`src/rtl/neocore_mini_core_if.sv`:
```
// Fetch and data bus bundle for neocore_mini_core.
// master = core side, slave = memory side.
interface neocore_mini_core_if;
    logic [31:0] imem_addr;
    logic        imem_req;
    logic [63:0] imem_rdata;
    logic        imem_ack;
    logic [31:0] dmem_addr;
    logic [31:0] dmem_wdata;
    logic [1:0]  dmem_size;
    logic        dmem_we;
    logic        dmem_req;
    logic [31:0] dmem_rdata;
    logic        dmem_ack;

    modport master (
        output imem_addr, imem_req,
        input  imem_rdata, imem_ack,
        output dmem_addr, dmem_wdata, dmem_size, dmem_we, dmem_req,
        input  dmem_rdata, dmem_ack
    );

    modport slave (
        input  imem_addr, imem_req,
        output imem_rdata, imem_ack,
        input  dmem_addr, dmem_wdata, dmem_size, dmem_we, dmem_req,
        output dmem_rdata, dmem_ack
    );
endinterface

```
`src/rtl/neocore_mini_core.sv`:
```
// neocore_mini_core: in-order 16-bit NeoCore subset (MOV/ADD/NOP/HLT) over 8-byte fetch windows.
// Define NEOCORE_DUAL_ISSUE_EN to retire two independent ALU ops from one window per cycle.
module neocore_mini_core_regfile #(
    parameter int unsigned NUM_REGS   = 16,
    parameter int unsigned READ_PORTS = 2
) (
    input  logic                        clk,
    input  logic                        rst,
    input  logic [READ_PORTS-1:0][3:0]  raddr,
    output logic [READ_PORTS-1:0][15:0] rdata,
    input  logic                        we0,
    input  logic [3:0]                  waddr0,
    input  logic [15:0]                 wdata0,
    input  logic                        we1,
    input  logic [3:0]                  waddr1,
    input  logic [15:0]                 wdata1
);
    logic [15:0] registers [0:NUM_REGS-1];

    always_comb begin
        for (int unsigned i = 0; i < READ_PORTS; i++)
            rdata[i] = (32'(raddr[i]) < NUM_REGS) ? registers[raddr[i]] : '0;
    end

    always_ff @(posedge clk) begin
        if (rst) begin
            registers <= '{default: '0};
        end else begin
            if (we0 && 32'(waddr0) < NUM_REGS) registers[waddr0] <= wdata0;
            if (we1 && 32'(waddr1) < NUM_REGS) registers[waddr1] <= wdata1;
        end
    end
endmodule

module neocore_mini_core #(
    parameter logic [31:0] RESET_PC = 32'h0000_0000,
    parameter int unsigned NUM_REGS = 16
) (
    input  logic                       clk,
    input  logic                       rst,
    neocore_mini_core_if.master        bus,
    output logic                       halted,
    output logic [31:0]                current_pc,
    output logic                       dual_issue_active
);
    typedef enum logic [1:0] {FETCH, EXEC, HALT} state_t;
    typedef enum logic [2:0] {OP_NOP, OP_MOVI, OP_ADDI, OP_ADDR, OP_HLT} op_t;
    typedef struct packed {
        op_t         op;
        logic [2:0]  len;
        logic [3:0]  rd;
        logic [3:0]  rn;
        logic [15:0] imm;
    } insn_t;

`ifdef NEOCORE_DUAL_ISSUE_EN
    localparam int unsigned READ_PORTS = 4;
`else
    localparam int unsigned READ_PORTS = 2;
`endif

    // Bytes past the end of the window read as zero so a trailing decode never wraps.
    function automatic logic [7:0] byte_at(input logic [63:0] win, input logic [3:0] idx);
        logic [63:0] sh;
        sh = win << {idx[2:0], 3'b000};
        return idx[3] ? 8'h00 : sh[63:56];
    endfunction

    function automatic insn_t decode(input logic [63:0] win, input logic [3:0] off);
        insn_t      d;
        logic [7:0] b2, b3, b4;
        b2    = byte_at(win, off + 4'd2);
        b3    = byte_at(win, off + 4'd3);
        b4    = byte_at(win, off + 4'd4);
        d.rd  = b2[3:0];
        d.rn  = b3[3:0];
        d.imm = {b3, b4};
        case ({byte_at(win, off), byte_at(win, off + 4'd1)})
            16'h0009: begin d.op = OP_MOVI; d.len = 3'd5; end
            16'h0001: begin d.op = OP_ADDI; d.len = 3'd5; end
            16'h0101: begin d.op = OP_ADDR; d.len = 3'd4; end
            16'h0000: begin d.op = OP_NOP;  d.len = 3'd2; end
            default:  begin d.op = OP_HLT;  d.len = 3'd2; end
        endcase
        return d;
    endfunction

    state_t                         state;
    logic [31:0]                    pc;
    logic                           req;
    logic [63:0]                    ibuf;
    insn_t                          i0;
    logic                           alu0;
    logic                           we0;
    logic                           we1;
    logic                           dual;
    logic [3:0]                     step;
    logic [3:0]                     waddr1;
    logic [15:0]                    res0;
    logic [15:0]                    res1;
    logic [READ_PORTS-1:0][3:0]     raddr;
    logic [READ_PORTS-1:0][15:0]    rdata;
    logic                           unused_dmem;

    assign i0   = decode(ibuf, 4'd0);
    assign alu0 = i0.op inside {OP_MOVI, OP_ADDI, OP_ADDR};
    assign res0 = (i0.op == OP_MOVI) ? i0.imm
                                     : rdata[0] + ((i0.op == OP_ADDR) ? rdata[1] : i0.imm);

`ifdef NEOCORE_DUAL_ISSUE_EN
    insn_t i1;
    logic  alu1;
    assign i1     = decode(ibuf, {1'b0, i0.len});
    assign alu1   = i1.op inside {OP_MOVI, OP_ADDI, OP_ADDR};
    assign raddr  = {i1.rn, i1.rd, i0.rn, i0.rd};
    assign res1   = (i1.op == OP_MOVI) ? i1.imm
                                       : rdata[2] + ((i1.op == OP_ADDR) ? rdata[3] : i1.imm);
    // Both ops read pre-edge values; independence from the first rd keeps that equal to serial order.
    assign dual   = alu0 && alu1 && ({1'b0, i0.len} + {1'b0, i1.len} <= 4'd8) &&
                    (i1.rd != i0.rd) && !(i1.op == OP_ADDR && i1.rn == i0.rd);
    assign step   = dual ? {1'b0, i0.len} + {1'b0, i1.len} : {1'b0, i0.len};
    assign waddr1 = i1.rd;
`else
    assign raddr  = {i0.rn, i0.rd};
    assign res1   = '0;
    assign dual   = 1'b0;
    assign step   = {1'b0, i0.len};
    assign waddr1 = '0;
`endif

    assign we0 = (state == EXEC) && alu0;
    assign we1 = (state == EXEC) && dual;

    neocore_mini_core_regfile #(
        .NUM_REGS   (NUM_REGS),
        .READ_PORTS (READ_PORTS)
    ) regfile (
        .clk    (clk),
        .rst    (rst),
        .raddr  (raddr),
        .rdata  (rdata),
        .we0    (we0),
        .waddr0 (i0.rd),
        .wdata0 (res0),
        .we1    (we1),
        .waddr1 (waddr1),
        .wdata1 (res1)
    );

    always_ff @(posedge clk) begin
        if (rst) begin
            state             <= FETCH;
            pc                <= RESET_PC;
            req               <= 1'b0;
            ibuf              <= '0;
            halted            <= 1'b0;
            dual_issue_active <= 1'b0;
        end else begin
            dual_issue_active <= 1'b0;
            case (state)
                FETCH: begin
                    if (req && bus.imem_ack) begin
                        ibuf  <= bus.imem_rdata;
                        req   <= 1'b0;
                        state <= EXEC;
                    end else begin
                        req <= 1'b1;
                    end
                end
                EXEC: begin
                    if (i0.op == OP_HLT) begin
                        halted <= 1'b1;
                        state  <= HALT;
                    end else begin
                        pc                <= pc + 32'(step);
                        dual_issue_active <= dual;
                        state             <= FETCH;
                    end
                end
                HALT: ;
                default: state <= HALT;
            endcase
        end
    end

    assign bus.imem_addr  = pc;
    assign bus.imem_req   = req;
    assign bus.dmem_addr  = '0;
    assign bus.dmem_wdata = '0;
    assign bus.dmem_size  = '0;
    assign bus.dmem_we    = 1'b0;
    assign bus.dmem_req   = 1'b0;
    assign current_pc     = pc;
    assign unused_dmem    = ^{bus.dmem_rdata, bus.dmem_ack};
endmodule

```
`src/flat_wrapper.sv`:
```
// flat-port wrapper written by rule: the top's interface ports become plain ports
module neocore_mini_core_flat 
#(
    parameter logic [31:0] RESET_PC = 32'h0000_0000,
    parameter int unsigned NUM_REGS = 16
)
  (clk, rst, halted, current_pc, dual_issue_active, bus_imem_addr, bus_imem_req, bus_imem_rdata, bus_imem_ack, bus_dmem_addr, bus_dmem_wdata, bus_dmem_size, bus_dmem_we, bus_dmem_req, bus_dmem_rdata, bus_dmem_ack);
  neocore_mini_core_if bus_i ();
  input  logic clk;
  input  logic rst;
  output logic halted;
  output logic [31:0] current_pc;
  output logic dual_issue_active;
  output wire logic [$bits(bus_i.imem_addr)-1:0] bus_imem_addr;
  output wire logic [$bits(bus_i.imem_req)-1:0] bus_imem_req;
  input wire logic [$bits(bus_i.imem_rdata)-1:0] bus_imem_rdata;
  input wire logic [$bits(bus_i.imem_ack)-1:0] bus_imem_ack;
  output wire logic [$bits(bus_i.dmem_addr)-1:0] bus_dmem_addr;
  output wire logic [$bits(bus_i.dmem_wdata)-1:0] bus_dmem_wdata;
  output wire logic [$bits(bus_i.dmem_size)-1:0] bus_dmem_size;
  output wire logic [$bits(bus_i.dmem_we)-1:0] bus_dmem_we;
  output wire logic [$bits(bus_i.dmem_req)-1:0] bus_dmem_req;
  input wire logic [$bits(bus_i.dmem_rdata)-1:0] bus_dmem_rdata;
  input wire logic [$bits(bus_i.dmem_ack)-1:0] bus_dmem_ack;
  assign bus_imem_addr = bus_i.imem_addr;
  assign bus_imem_req = bus_i.imem_req;
  assign bus_i.imem_rdata = bus_imem_rdata;
  assign bus_i.imem_ack = bus_imem_ack;
  assign bus_dmem_addr = bus_i.dmem_addr;
  assign bus_dmem_wdata = bus_i.dmem_wdata;
  assign bus_dmem_size = bus_i.dmem_size;
  assign bus_dmem_we = bus_i.dmem_we;
  assign bus_dmem_req = bus_i.dmem_req;
  assign bus_i.dmem_rdata = bus_dmem_rdata;
  assign bus_i.dmem_ack = bus_dmem_ack;
  neocore_mini_core #(.RESET_PC(RESET_PC), .NUM_REGS(NUM_REGS)) u_core (.clk(clk), .rst(rst), .bus(bus_i), .halted(halted), .current_pc(current_pc), .dual_issue_active(dual_issue_active));
endmodule
```
`config.mk`:
```
export PLATFORM = sky130hd
export DESIGN_NAME = neocore_mini_core_flat
export DESIGN_NICKNAME = d
export VERILOG_FILES = /design/src/rtl/neocore_mini_core_if.sv /design/src/rtl/neocore_mini_core.sv /design/src/flat_wrapper.sv
export SDC_FILE = /design/constraint.sdc
export NUM_CORES = 1
export LEC_CHECK = 0
export CAP_MARGIN = 20
export CORE_MARGIN = 1.5
export CORE_UTILIZATION = 35
export CTS_BUF_LIST = sky130_fd_sc_hd__clkbuf_8
export DETAILED_ROUTE_END_ITERATION = 8
export GPL_TIMING_DRIVEN = 1
export PLACE_DENSITY = 0.83
export SLEW_MARGIN = 15
export SYNTH_ARGS = -nofsm -noshare
export SYNTH_HDL_FRONTEND = slang
export SYNTH_SLANG_ARGS = --single-unit
```
`constraint.sdc`:
```
create_clock -name clk -period 3.3 [get_ports clk]
set_input_delay 0.66 -clock clk [delete_from_list [all_inputs] [get_ports clk]]
set_output_delay 0.66 -clock clk [all_outputs]
set_load 0.005 [all_outputs]
```
==> results of run 1 <==
[cell type report]
class,instances,area [sq um],area share (%)
Inverter,5,18.8,0.516
Clock buffer,5,68.8,1.89
Multi-Input combinational cell,288,1510,41.6
Sequential cell,52,1040,28.6
Timing Repair Buffer,85,843,23.2
Clock inverter,3,16.3,0.447
Tap cell,108,135,3.72
[worst register-to-register path, cell delays in order (launching register included)]
cell	delay, ns
dfxtp_1	0.35
nor4_4	0.34
and4_1	0.29
nand2_1	0.08
a21o_1	0.20
ha_1	0.28
a21o_1	0.10
a21oi_1	0.18
or4b_4	0.63
or3_1	0.40
a21oi_1	0.14
[metrics by stage]
stage               instance area [sq um]  hold slack [ns]  instances  setup slack, ns
floorplan                            3400            0.436        461            0.507
global placement                     3550            0.445        538            0.320
detailed placement                   3550            0.449        538            0.249
CTS                                  3640            0.463        546            0.231
global route                         3640            0.476        546           0.0435
finish                               3640            0.460        546            0.242
[final timing paths]
check,startpoint,endpoint,depth (start not counted)
min,u_core.ibuf[53],u_core.ibuf[53],2
max reg2reg,u_core.ibuf[63],u_core.bus.imem_addr[25],10
min reg2reg,u_core.ibuf[53],u_core.ibuf[53],2
max,u_core.ibuf[63],u_core.bus.imem_addr[25],10
[state kept, by name, indices dropped and copies added (netlist names)]
| name | cells |
|---|---|
| u_core.bus.imem_addr | 32 |
| u_core.state | 2 |
| u_core.bus.imem_req | 1 |
| u_core.halted | 1 |
| u_core.ibuf | 16 |
[metal layers]
layer	global-route usage, %	vias to the layer above	share of wire [%]
met5	0	-	0
met2	21.1	114	47
met4	3.85	0	0.91
met1	17.2	1193	44
li1	-	1257	-
met3	3.87	7	7.9
[power breakdown]
part | total (mW) | internal, mW | switching, mW
combinational | 0.147 | 0.0559 | 0.0911
sequential | 0.656 | 0.643 | 0.0135
clock | 0.353 | 0.146 | 0.207
[cell families (layout without fill, tap and decap cells)]
logic type / after synthesis / in the layout / share of synthesized area [%]
simple gates: 142 / 142 / 24.0
buf+inv: 121 / 98 / 26.9
compound gates: 57 / 57 / 9.54
flops: 52 / 52 / 33.1
xor+xnor: 14 / 14 / 3.90
fa+ha+maj: 4 / 4 / 1.83
mux: 2 / 2 / 0.636
other cells: 1 / 69 / 0.119
[synthesized netlist by cell type (all sizes together), types with 2 or more instances]
library cell  instances
a21o                  3
a21oi                35
and3                  4
and4                  4
buf                 106
clkbuf               10
dfxtp                52
ha                    3
inv                   5
mux2i                 2
nand2                44
nand3                11
nand4                11
nor2                 27
nor3                  4
nor4                 15
o21ai                16
or3                  14
or4                   2
xnor2                14
==> qor.log, run 1 <==
qor: status.outcome complete, no violations
qor: clock_tree.insertion_delay 0.31 ns
qor: setup_path.worst_ep_required_time 3.53 ns
qor: logic_synthesis.syn_inst 393
qor: cells_and_area.fin_nets 541
qor: pwr.irDropWorstVdd 0.000190 V
qor: hold_path.hp-class reg2reg
qor: floorplanning.die_height 97.8 microns
qor: logic_synthesis.number_of_synthesized_flops_with_an_enable_pin 0
qor: logic_synthesis.synth.area.top_cells dfxtp_1 (33%), buf_4 (24%), a21oi_1 (5.6%), nand2_1 (5.2%), xnor2_1 (3.9%)
qor: floorplanning.io_pins 235
qor: timing.worst_clock_skew 0.00891 ns
qor: setup_path.critical_path_arrival 3.29 ns
qor: cells_and_area.layout_common_cells clkdlybuf4s50_1 (83), conb_1 (69), dfxtp_1 (52), nand2_1 (44), a21oi_1 (35)
qor: clock_tree.cts.reportedPaths.clkPinSlew 0.09 ns
qor: drt.wire_per_inst 11.7 microns
qor: logic_synthesis.synth_async_sr_flop_share 0%
qor: logic_synthesis.synthFlopType dfxtp_1
qor: drt.dr_total_vias 2,571
qor: floorplanning.horiz_die_dim 97.8 microns
qor: setup_path.critical_path.top_delay_family simple AND/OR/NAND/NOR gates
qor: clock_tree.root_buffer clkbuf_8
qor: timing.final_min_period_over_clock_period 92.7%
qor: clock_tree.postCtsSetupRepairBufs 0
qor: pwr.design_power_total 1.16 mW
qor: setup_path.critPathCaptureType flop
qor: timing.layout_min_cycle_time 3.06 ns
qor: logic_synthesis.netlist_area 3150 sq um
qor: logic_synthesis.synth_top_cell_by_area dfxtp_1
qor: clock_tree.clock_tree_from_tritoncts built
qor: cells_and_area.area_delta_synth_final 15.6%
qor: global_routing.grt_pass1_wl 10,300 microns
qor: cells_and_area.filler_cell_count 917
qor: logic_synthesis.number_of_storage_elements_in_the_synthesis_netlist 52
qor: logic_synthesis.post_synth_num_cell_types 38
qor: placed_design.finalWeightedCongestion 0.773
qor: timing.setup-tns-final 0 ns
qor: logic_synthesis.number_of_synthesis_warnings 0
qor: floorplanning.core_area 8720 sq um
qor: timing.timing.max_slew.rel_slack 36.6%
qor: global_routing.globalRouteOverflowTotal 0
qor: floorplanning.total_die_area 9570 sq um
qor: setup_path.start_kind flop
qor: global_routing.via_count_of_the_first_global_routing_pass 2,207
qor: global_routing.grt_max_degree 53
qor: flow_run.cap_violations 0
qor: clock_tree.numCtsBuffers 5
qor: timing.number_of_slew_limit_violations_in_the_final_report 0
qor: timing.setup_repair_after_global_routing_missed_its_margin no
qor: drt.finalWirelength 6380 microns
qor: drt.drt-vias-per-instance 4.71
qor: clock_tree.max-clock-path-buffers 2
qor: setup_path.worst-setup-path-type reg2reg
qor: timing.achievable-frequency 0.327 GHz
qor: floorplanning.start_util 36.1%
qor: timing.report.final.setup_viol 0
qor: drt.first_iter_violations 82
qor: floorplanning.placementRows 34
qor: cells_and_area.drive_above_1_share 3.20%
qor: clock_tree.cts-resized-gates 0
qor: logic_synthesis.netlist.area_leader.share 33.1%
qor: timing.final-hold-violation-count 0
qor: setup_path.crit_path_max_fanout 15
qor: timing.max_slew.worst_pin.slew 0.950 ns
qor: cells_and_area.ant_diodes 0
qor: placed_design.detailedPlacementHpwl 4870 microns
qor: setup_path.r2r_slack 0.24 ns
qor: pwr.power.static_leakage 1.31 nW
qor: cells_and_area.final_common_cell clkdlybuf4s50_1
qor: global_routing.antenna_found_initial 0
qor: global_routing.track_usage 13.2%
qor: setup_path.critical-path-max-stage-delay 0.63 ns
qor: logic_synthesis.postSynthAreaPerCell 8.01 sq um
qor: setup_path.path_cells nor4_4 > and4_1 > nand2_1 > a21o_1 > ha_1 > a21o_1 > a21oi_1 > or4b_4 > or3_1 > a21oi_1
qor: setup_path.worstPathBufferInverterCount 0
qor: cells_and_area.fraction_of_the_core_area_covered_by_cells_at_the_end_of_the_flow 41.7%
qor: clock_tree.clock-sinks 52
qor: drt.post_route_antenna_net_violation_count 0
qor: drt.firstDrtPassIters 6
qor: clock_tree.hold_buffers 0
qor: clock_tree.ctsHtreeMaxLevel 2
qor: setup_path.highest_delay_cell_along_the_critical_path or4b_4
qor: logic_synthesis.sequential_share_of_the_synthesized_area 33.1%
qor: pwr.power_density_over_cell_area 318 nW/um^2
qor: placed_design.placement.io_buffers 84
qor: drt.drc 0
(Power assumes the default switching activity.)
==> run 2: changes to the inputs <==
Clock period 3.3 ns to 3.1 ns, I/O delays scaled along.
==> run 2 against run 1 <==
  * Non-clock buffer count grew 4
  * Clock skew shrank 0.0027 ns
  * Total power grew 30%
  * Global-route usage is essentially flat
  * Combinational power grew 12%
  * Critical path depth grew 1
  * Sequential power grew 6.7%
  * Sequential cell count is the same
  * Design area grew 3.7%
  * Largest cell class unchanged
==> qor.log, run 2 (synthesis results as in run 1) <==
qor: drt.first_iter_violations 73 [was 82]
qor: cells_and_area.layout_common_cells clkdlybuf4s50_1 (83), conb_1 (69), dfxtp_1 (51), nand2_1 (43), a21oi_1 (33) [was clkdlybuf4s50_1 (83), conb_1 (69), dfxtp_1 (52), nand2_1 (44), a21oi_1 (35)]
qor: placed_design.detailedPlacementHpwl 4970 microns [was 4870 microns]
qor: drt.drt-vias-per-instance 4.79 [was 4.71]
qor: drt.post_route_antenna_net_violation_count 0 [unchanged]
qor: drt.finalWirelength 6800 microns [was 6380 microns]
qor: floorplanning.core_area 8720 sq um [unchanged]
qor: clock_tree.insertion_delay 0.30 ns [was 0.31 ns]
qor: setup_path.worst_ep_required_time 3.33 ns [was 3.53 ns]
qor: placed_design.finalWeightedCongestion 0.785 [was 0.773]
qor: cells_and_area.drive_above_1_share 6.55% [was 3.20%]
qor: drt.dr_total_vias 2,637 [was 2,571]
qor: hold_path.hold_path_depth 2 [unchanged]
qor: global_routing.via_count_of_the_first_global_routing_pass 2,259 [was 2,207]
qor: placed_design.post-place-cells 541 [was 538]
qor: cells_and_area.final_common_cell clkdlybuf4s50_1 [unchanged]
qor: setup_path.crit_path_max_fanout 6 [was 15]
qor: floorplanning.start_util 36.1% [unchanged]
qor: placed_design.dp_slack 0.0895 ns [was 0.249 ns]
qor: pwr.power.static_leakage 1.35 nW [was 1.31 nW]
qor: hold_path.min_to u_core.ibuf[53] [unchanged]
qor: floorplanning.placementRows 34 [unchanged]
qor: status.outcome complete, no violations [unchanged]
qor: floorplanning.io_pins 235 [unchanged]
qor: clock_tree.cts.reportedPaths.clkPinSlew 0.10 ns [was 0.09 ns]
qor: global_routing.grt_pass1_wl 10,500 microns [was 10,300 microns]
qor: cells_and_area.area_delta_synth_final 19.9% [was 15.6%]
qor: timing.timing.max_slew.rel_slack 34.2% [was 36.6%]
qor: cells_and_area.fin_nets 546 [was 541]
qor: timing.worst_clock_skew 0.00617 ns [was 0.00891 ns]
qor: timing.number_of_slew_limit_violations_in_the_final_report 0 [unchanged]
qor: global_routing.globalRouteOverflowTotal 0 [unchanged]
qor: pwr.design_power_total 1.50 mW [was 1.16 mW]
qor: pwr.internal_power 1.15 mW [was 0.845 mW]
qor: cells_and_area.final-instance-count-excl-fill 551 [was 546]
qor: hold_path.hp-class reg2reg [unchanged]
qor: setup_path.start_kind flop [unchanged]
qor: cells_and_area.ant_diodes 0 [unchanged]
qor: timing.post-route-worst-setup-slack 0.147 ns [was 0.242 ns]
qor: timing.max_slew.worst_pin.slew 0.988 ns [was 0.950 ns]
qor: timing.setup-tns-final 0 ns [unchanged]
qor: setup_path.setup.worst_path.start u_core.ibuf[62] [was u_core.ibuf[63]]
qor: clock_tree.max-clock-path-buffers 2 [unchanged]
qor: setup_path.worst-setup-path-type reg2reg [unchanged]
qor: pwr.net_switching_fraction_of_the_power 23.1% [was 26.9%]
qor: clock_tree.clock_tree_from_tritoncts built [unchanged]
qor: timing.whs 0.459 ns [was 0.460 ns]
qor: clock_tree.numCtsBuffers 5 [unchanged]
qor: setup_path.r2r_cells 11 [was 10]
qor: floorplanning.total_die_area 9570 sq um [unchanged]
qor: drt.wire_per_inst 12.3 microns [was 11.7 microns]
qor: hold_path.min_from u_core.ibuf[53] [unchanged]
qor: setup_path.r2r_slack 0.15 ns [was 0.24 ns]
qor: global_routing.antenna_found_initial 0 [unchanged]
qor: timing.achievable-frequency 0.339 GHz [was 0.327 GHz]
qor: clock_tree.clock-sinks 52 [unchanged]
qor: flow_run.cap_violations 0 [unchanged]
qor: pwr.power.share.clock 42.2% [was 30.5%]
qor: floorplanning.die_height 97.8 microns [unchanged]
qor: pwr.irDropWorstVdd 0.000299 V [was 0.000190 V]
qor: cells_and_area.largest_reg_flops 32 [unchanged]
qor: global_routing.track_usage 13.2% [about the same]
qor: pwr.power_switching 0.346 mW [was 0.311 mW]
qor: timing.report.final.setup_viol 0 [unchanged]
qor: setup_path.regToRegStartpoint u_core.ibuf[62] [was u_core.ibuf[63]]
qor: setup_path.critical_path_arrival 3.18 ns [was 3.29 ns]
qor: pwr.comb_power_share 11.0% [was 12.7%]
qor: global_routing.grt_max_degree 53 [unchanged]
qor: timing.final_min_period_over_clock_period 95.3% [was 92.7%]
qor: clock_tree.root_buffer clkbuf_8 [unchanged]
qor: clock_tree.ctsHtreeMaxLevel 2 [unchanged]
qor: placed_design.placement.io_buffers 84 [unchanged]
qor: setup_path.critPathCaptureType flop [unchanged]
qor: setup_path.crit-reg2reg-capture u_core.bus.imem_addr[20] [was u_core.bus.imem_addr[25]]
qor: drt.drc 0 [unchanged]
qor: timing.final-hold-violation-count 0 [unchanged]
qor: pwr.power_density_over_cell_area 397 nW/um^2 [was 318 nW/um^2]
qor: timing.layout_min_cycle_time 2.95 ns [was 3.06 ns]
qor: drt.firstDrtPassIters 4 [was 6]
qor: floorplanning.horiz_die_dim 97.8 microns [unchanged]
qor: pwr.sequentialPowerShare 46.7% [was 56.8%]
## run 2: cell types whose count changed in the layout (fill, tap and decap cells not counted), moves of 2 or more
cell       change
a21oi_2        +2
inv_1          -2
a21oi_1        -2
buf_4          +4
bufinv_16      +3
## run 2: what timing repair did
action                     4_1_cts  5_1_grt
resized for setup                0        8
setup endpoints to repair        0        6
hold buffers                     0        0
buffers inserted                 0        1
## run 2: final cells by class
type | count | area [sq um]
Multi-Input combinational cell | 289 | 1540
Clock inverter | 3 | 90.1
Fill cell | 894 | 4950
Inverter | 5 | 18.8
Clock buffer | 5 | 68.8
Sequential cell | 52 | 1040
Tap cell | 108 | 135
Timing Repair Buffer | 89 | 873
## run 2: through the flow
| stage | area (sq um) | utilization (%) |
|---|---|---|
| after detailed placement | 3570 | 41.0 |
| after CTS | 3730 | 42.8 |
| after global placement | 3570 | 41.0 |
| after floorplan | 3400 | - |
| final | 3770 | 43.3 |
| after global routing | 3770 | 43.3 |
## run 2: how the worst max path moves through the flow
| stage | endpoint | slack, ns | cells after the start |
|---|---|---|---|
| final | u_core.bus.imem_addr[20] | 0.15 | 11 |
| after global routing | u_core.bus.imem_addr[28] | -0.007 | 12 |
| after CTS | u_core.bus.imem_addr[28] | 0.07 | 12 |
| after detailed placement | u_core.bus.imem_addr[26] | 0.09 | 11 |
| after global placement | u_core.bus.imem_addr[26] | 0.16 | 11 |
| after floorplan | u_core.bus.imem_addr[29] | 0.31 | 11 |
## run 2: critical path: stages, from the launching register on
cell     delay, ns
dfxtp_2       0.35
nor4_4        0.34
and4_4        0.28
nand2_1       0.07
nor2_1        0.11
ha_2          0.20
fa_2          0.21
a21o_1        0.12
nand2_2       0.08
or4_2         0.65
or3_1         0.34
a21oi_1       0.15
## run 2: layer usage
layer	global-route usage, %	vias up	share of wire, %
li1	-	1271	-
met1	16.9	1235	45
met2	22.1	128	47
met3	3.94	3	7.8
met4	2.31	0	0.28
met5	0	-	0
## run 2: power by group through the flow
stage	clock (mW)	combinational, mW	sequential [mW]
floorplan	0	0.171	0.712
global placement	0	0.152	0.713
detailed placement	0	0.157	0.715
CTS	0.643	0.157	0.699
global route	0.669	0.184	0.702
finish	0.632	0.165	0.700
